File: src/rtl/multicycle_control_unit.sv
// Multicycle MIPS control FSM: lw/sw, beq/bne, j, R-type add/sub/and, addi/addiu,
// memory wait states set by MEM_WAIT, overflow and undefined-instruction traps.
module multicycle_control_unit #(
  parameter int MEM_WAIT  = 2,
  parameter int VEC_SEL_W = 2
) (
  input  logic                 clk,
  input  logic                 reset,
  input  logic [5:0]           OpCode,
  input  logic [5:0]           funct,
  input  logic                 zero,
  input  logic                 overflow,
  output logic                 PCWrite,
  output logic                 IRWrite,
  output logic                 MDRWrite,
  output logic                 A_Control,
  output logic                 B_Control,
  output logic                 ALUOutControl,
  output logic                 RegControl,
  output logic                 EPCWrite,
  output logic                 MemCtrl,
  output logic [1:0]           IorD,
  output logic [1:0]           ALUSrcA,
  output logic [1:0]           ALUSrcB,
  output logic [2:0]           ALUControl,
  output logic [2:0]           PCSource,
  output logic [2:0]           RegDst,
  output logic [3:0]           DataSrc,
  output logic [VEC_SEL_W-1:0] ExcCause,
  output logic [6:0]           estado
);

  typedef enum logic [6:0] {
    S_RST      = 7'd0,
    S_FETCH    = 7'd1,
    S_FETCH_PC = 7'd2,
    S_DECODE   = 7'd3,
    S_EXEC_R   = 7'd4,
    S_EXEC_I   = 7'd5,
    S_WB_R     = 7'd6,
    S_WB_I     = 7'd7,
    S_ADDR     = 7'd8,
    S_MEM_RD   = 7'd9,
    S_MEM_WB   = 7'd10,
    S_MEM_WR   = 7'd11,
    S_BRANCH   = 7'd12,
    S_JUMP     = 7'd13,
    S_EXC_EPC  = 7'd14,
    S_EXC_VEC  = 7'd15
  } state_t;

  typedef struct packed {
    logic       pc_write;
    logic       ir_write;
    logic       mdr_write;
    logic       a_en;
    logic       b_en;
    logic       aluout_en;
    logic       reg_en;
    logic       epc_en;
    logic       mem_write;
    logic [1:0] iord;
    logic [1:0] alu_src_a;
    logic [1:0] alu_src_b;
    logic [2:0] alu_op;
    logic [2:0] pc_source;
    logic [2:0] reg_dst;
    logic [3:0] data_src;
  } ctrl_t;

  localparam logic [3:0] WAIT_LAST = 4'(MEM_WAIT);

  state_t               state_r;
  state_t               state_next_s;
  logic [3:0]           wait_r;
  logic [3:0]           wait_next_s;
  logic [VEC_SEL_W-1:0] cause_r;
  logic [VEC_SEL_W-1:0] cause_next_s;
  ctrl_t                ctrl_r;
  logic                 branch_take_s;
  logic                 funct_ok_s;

  // Control word for a state; fin marks the final cycle of a wait-stretched state.
  function automatic ctrl_t decode_ctrl(input state_t s, input logic fin, input logic [5:0] fn);
    ctrl_t c;
    c = '0;
    case (s)
      S_FETCH: begin
        c.alu_src_b = 2'b01;
        c.alu_op    = 3'b001;
        c.ir_write  = fin;
      end
      S_FETCH_PC: begin
        c.alu_src_b = 2'b01;
        c.alu_op    = 3'b001;
        c.pc_write  = 1'b1;
      end
      S_DECODE: begin
        c.a_en      = 1'b1;
        c.b_en      = 1'b1;
        c.aluout_en = 1'b1;
        c.alu_src_b = 2'b11;
        c.alu_op    = 3'b001;
      end
      S_EXEC_R: begin
        c.alu_src_a = 2'b01;
        c.aluout_en = 1'b1;
        case (fn)
          6'b100000: c.alu_op = 3'b001;
          6'b100010: c.alu_op = 3'b010;
          6'b100100: c.alu_op = 3'b011;
          default:   c.alu_op = 3'b001;
        endcase
      end
      S_EXEC_I, S_ADDR: begin
        c.alu_src_a = 2'b01;
        c.alu_src_b = 2'b10;
        c.alu_op    = 3'b001;
        c.aluout_en = 1'b1;
      end
      S_WB_R: begin
        c.reg_en  = 1'b1;
        c.reg_dst = 3'b001;
      end
      S_WB_I: c.reg_en = 1'b1;
      S_MEM_RD: begin
        c.iord      = 2'b01;
        c.mdr_write = fin;
      end
      S_MEM_WB: begin
        c.reg_en   = 1'b1;
        c.data_src = 4'b0001;
      end
      S_MEM_WR: begin
        c.iord      = 2'b01;
        c.mem_write = 1'b1;
      end
      S_BRANCH: begin
        c.alu_src_a = 2'b01;
        c.alu_op    = 3'b010;
        c.pc_source = 3'b001;
      end
      S_JUMP: begin
        c.pc_source = 3'b010;
        c.pc_write  = 1'b1;
      end
      S_EXC_EPC: begin
        c.alu_src_b = 2'b01;
        c.alu_op    = 3'b010;
        c.epc_en    = 1'b1;
      end
      S_EXC_VEC: begin
        c.pc_source = 3'b011;
        c.pc_write  = 1'b1;
      end
      default: c = '0;
    endcase
    return c;
  endfunction

  // Next-state, next wait count and trap cause selection.
  always_comb begin
    state_next_s = state_r;
    cause_next_s = cause_r;
    funct_ok_s   = (funct == 6'b100000) || (funct == 6'b100010) || (funct == 6'b100100);
    case (state_r)
      S_RST:      state_next_s = S_FETCH;
      S_FETCH: begin
        if (wait_r == WAIT_LAST) state_next_s = S_FETCH_PC;
        else                     state_next_s = S_FETCH;
      end
      S_FETCH_PC: state_next_s = S_DECODE;
      S_DECODE: begin
        case (OpCode)
          6'b000000: begin
            if (funct_ok_s) begin
              state_next_s = S_EXEC_R;
            end else begin
              state_next_s = S_EXC_EPC;
              cause_next_s = VEC_SEL_W'(1);
            end
          end
          6'b001000, 6'b001001: state_next_s = S_EXEC_I;
          6'b100011, 6'b101011: state_next_s = S_ADDR;
          6'b000100, 6'b000101: state_next_s = S_BRANCH;
          6'b000010:            state_next_s = S_JUMP;
          default: begin
            state_next_s = S_EXC_EPC;
            cause_next_s = VEC_SEL_W'(1);
          end
        endcase
      end
      S_EXEC_R: begin
        // and cannot overflow; add and sub trap on signed overflow
        if (overflow && (funct != 6'b100100)) begin
          state_next_s = S_EXC_EPC;
          cause_next_s = VEC_SEL_W'(0);
        end else begin
          state_next_s = S_WB_R;
        end
      end
      S_EXEC_I: begin
        if (overflow && (OpCode == 6'b001000)) begin
          state_next_s = S_EXC_EPC;
          cause_next_s = VEC_SEL_W'(0);
        end else begin
          state_next_s = S_WB_I;
        end
      end
      S_ADDR: begin
        if (OpCode == 6'b100011) state_next_s = S_MEM_RD;
        else                     state_next_s = S_MEM_WR;
      end
      S_MEM_RD: begin
        if (wait_r == WAIT_LAST) state_next_s = S_MEM_WB;
        else                     state_next_s = S_MEM_RD;
      end
      S_MEM_WR: begin
        if (wait_r == WAIT_LAST) state_next_s = S_FETCH;
        else                     state_next_s = S_MEM_WR;
      end
      S_MEM_WB, S_WB_R, S_WB_I, S_BRANCH, S_JUMP: state_next_s = S_FETCH;
      S_EXC_EPC:  state_next_s = S_EXC_VEC;
      S_EXC_VEC:  state_next_s = S_FETCH;
      default:    state_next_s = S_RST;
    endcase
    if (state_next_s != state_r) wait_next_s = 4'd0;
    else                         wait_next_s = wait_r + 4'd1;
  end

  // State, wait counter, cause and the control word registered from the next state.
  always_ff @(posedge clk or negedge reset) begin
    if (!reset) begin
      state_r <= S_RST;
      wait_r  <= 4'd0;
      cause_r <= '0;
      ctrl_r  <= '0;
    end else begin
      state_r <= state_next_s;
      wait_r  <= wait_next_s;
      cause_r <= cause_next_s;
      ctrl_r  <= decode_ctrl(state_next_s, wait_next_s == WAIT_LAST, funct);
    end
  end

  assign branch_take_s = (OpCode == 6'b000100) ? zero : !zero;

  assign PCWrite       = (state_r == S_BRANCH) ? branch_take_s : ctrl_r.pc_write;
  assign IRWrite       = ctrl_r.ir_write;
  assign MDRWrite      = ctrl_r.mdr_write;
  assign A_Control     = ctrl_r.a_en;
  assign B_Control     = ctrl_r.b_en;
  assign ALUOutControl = ctrl_r.aluout_en;
  assign RegControl    = ctrl_r.reg_en;
  assign EPCWrite      = ctrl_r.epc_en;
  assign MemCtrl       = ctrl_r.mem_write;
  assign IorD          = ctrl_r.iord;
  assign ALUSrcA       = ctrl_r.alu_src_a;
  assign ALUSrcB       = ctrl_r.alu_src_b;
  assign ALUControl    = ctrl_r.alu_op;
  assign PCSource      = ctrl_r.pc_source;
  assign RegDst        = ctrl_r.reg_dst;
  assign DataSrc       = ctrl_r.data_src;
  assign ExcCause      = cause_r;
  assign estado        = state_r;

endmodule
File: config.mk
export PLATFORM = sky130hd
export DESIGN_NAME = multicycle_control_unit
export DESIGN_NICKNAME = d
export VERILOG_FILES = /design/src/rtl/multicycle_control_unit.sv
export SDC_FILE = /design/constraint.sdc
export NUM_CORES = 1
export LEC_CHECK = 0
export ABC_CLOCK_PERIOD_IN_PS = 4480
export CORE_MARGIN = 5
export CORE_UTILIZATION = 45
export DETAILED_ROUTE_END_ITERATION = 10
export PLACE_DENSITY = 0.77
export SLEW_MARGIN = 15
export SYNTH_ARGS = -nofsm -noshare
export SYNTH_HDL_FRONTEND = slang
export SYNTH_SLANG_ARGS = --single-unit
File: constraint.sdc
create_clock -name clk -period 4.48 [get_ports clk]
set_input_delay 0.896 -clock clk [delete_from_list [all_inputs] [get_ports clk]]
set_output_delay 0.896 -clock clk [all_outputs]
set_load 0.005 [all_outputs]
==> out/summary.txt <==
Core Footprint: 3690 um^2
Hold WC Path Type: reg -> reg
CP arrival: 2.69 ns
Cell Int Power: 0.694 mW
switching fraction of total power: 0.409
slew margin rel.: 0.551
GR Util All Layers: 0.137
die area: 5180 um^2
number of library cell types mapped by synthesis: 54
Max FO, Critical Path: 7
Max Clock Skew: 0.00454 ns
final setup margin: 0.890 ns
initial DRC count: 47
CP Data Required Time: 3.58 ns
fin crit period: 3.59 ns
post-place setup slack: 0.883 ns
Post-synth EDFFs: 0
overflow left after global routing: 0
period utilisation layout: 0.801
RSZ-0062 raised after global routing: no
leading area contributor after synthesis: dfrtp_1
Clock Power Share: 0.113
via/cell ratio: 5.19
Logic pwr share: 0.544
total leakage power: 0.864 nW
clock-pin slew on the worst setup and hold paths: 0.08 ns
FMAX: 0.279 GHz
placed instance area: 2010 um^2
setup TNS: 0 ns
Pwr Density: 572 nW/um^2
post-cts sizing count: 0
largest net degree at the start of global routing: 28
max cap viols: 0
area of the multi-input gates: 847 um^2
worst slew pin tran: 0.669 ns
status: complete, no violations
Setup-failing EPs final: 0
vias in the first global route: 1209
final instance count without filler cells: 256
worst vdd ir: 0.223 mV
nets: 227
count of hold buffers inserted by post-cts repair: 0
met3 Use GR: 0.0152
final design area excluding fillers: 2050 um^2
FFs w/ async S/R, synth: 1.00
Ant. Diodes: 0
max-slew violation count: 0
HPWL Detailed: 2630 um
# Post-CTS Setup Buffers: 0
Fillers: 349
drt drc: 0
GR Util met1: 0.184
Vias: 1328
Top Usage Layer GRT: met2
area grow syn2layout: 18.8%
Syn Std Cell Area: 1730 um^2
startpoint types: input pin
clock sink total: 27
number of synthesized register bits: 27
most common library cells after synthesis: dfrtp_1 (27), buf_4 (25), nor2_1 (12)
Synth area leaders: dfrtp_1 (39%), buf_4 (11%), xnor2_1 (3.0%)
met2 global-route usage: 0.217
initial core utilization: 0.468
Die Y: 72.0 um
CTS tree: built
predominant post-synthesis flop cell: dfrtp_1
Crit Path Class: in -> out
share of post-route cells with drive strength above 1: 0.0673
CTS root buf: clkbuf_8
sequential share of the synthesized area: 0.391
worst hold slack: 0.533 ns
Die X: 72.0 um
global-route wire length before repair: 5620 um
row cnt: 22
Cells after Synth: 184
Max Buffers Root-to-Sink: 2
H-tree depth: 1
Switching Power: 0.479 mW
I/O pin cnt: 53
share of power burned in registers: 0.343
Skew-Pair Late Insertion Delay: 0.27 ns
initial antenna violation count: 0
Reg area: 676 um^2
Total Routed Length: 3450 um
crit path capture type: output pin
number of iterations in the first detailed-routing pass: 4
post-route ant nets: 0
Avg Synthesized Cell Area: 9.39 um^2
share of the synthesized area in the top cell type: 0.391
Final Hold Viols: 0
Synthesis Warnings: 0
IO Port Bufs: 39
Final Wtd Congestion: 0.922
top-count cell post-synth: dfrtp_1
Cells after DPL: 252
TritonCTS Buffers: 3
wire per inst: 13.5 um
[cell usage in the layout (no fill, tap or decap), drive strengths merged, types with 6 or more instances in the layout]
| cell type | count |
|---|---|
| xnor2 | 6 |
| dfrtp | 27 |
| inv | 7 |
| nand3 | 8 |
| nand2 | 7 |
| o21ai | 7 |
| nor2 | 12 |
| clkdlybuf4s50 | 39 |
| conb | 13 |
| nor3 | 8 |
[critical path, cell delays in order]
cell and delay [ns]:
clkdlybuf4s50_1 0.52, nor3_1 0.28, nand3_1 0.13, xnor2_1 0.14, o31ai_1 0.18, clkdlybuf4s50_1 0.54
[metrics by stage]
stage           util  total power, mW
2_1_floorplan      -            0.876
3_3_place_gp   0.544             1.04
3_5_place_dp   0.544             1.05
4_1_cts        0.556             1.18
5_1_grt        0.556             1.27
6_report       0.556             1.17
[path summary, 6_finish.rpt]
check,start,end,depth (start not counted),slack [ns]
min reg2reg,wait_r[0],wait_r[0],1,0.53
max,OpCode[3],PCWrite,6,0.89
max reg2reg,estado[1],wait_r[3],6,1.55
min in group asynchronous,reset,MDRWrite,2,0.99
max in group asynchronous,reset,PCSource[1],2,3.24
min,wait_r[0],wait_r[0],1,0.53
[registers in the layout (all words and copies together), names as in the netlist, 2 cells and up]
signal,count
ALUControl,2
PCSource,2
wait_r,4
ALUSrcB,2
estado,4
[logic make-up after synthesis]
| group | after synthesis | synth area share |
|---|---|---|
| simple gates | 73 | 0.263 |
| buf+inv | 39 | 0.145 |
| compound gates | 32 | 0.133 |
| flops | 27 | 0.391 |
| xor+xnor | 8 | 0.0406 |
| fa+ha+maj | 3 | 0.0203 |
| other cells | 1 | 0.00217 |
| mux | 1 | 0.00579 |
[layout make-up]
cell class                      instances  share of cell area
Sequential cell                        27               0.329
Multi-Input combinational cell        130               0.413
Timing Repair Buffer                   40               0.194
Tap cell                               48              0.0293
Inverter                                7              0.0128
Clock buffer                            4              0.0220
[layer usage]
metal	vias to the layer above	wire, um	part of all wire
met2	53	1610	0.47
met5	-	0	0
met4	0	55	0.016
met3	5	262	0.076
li1	667	-	-
met1	603	1520	0.44
[power by group through the flow]
stage	combinational [mW]	clock (mW)	sequential, mW
CTS	0.643	0.135	0.401
finish	0.638	0.133	0.402
global route	0.714	0.143	0.414
floorplan	0.524	0	0.352
global placement	0.630	0	0.407
detailed placement	0.641	0	0.406
(Power assumes the default switching activity.)
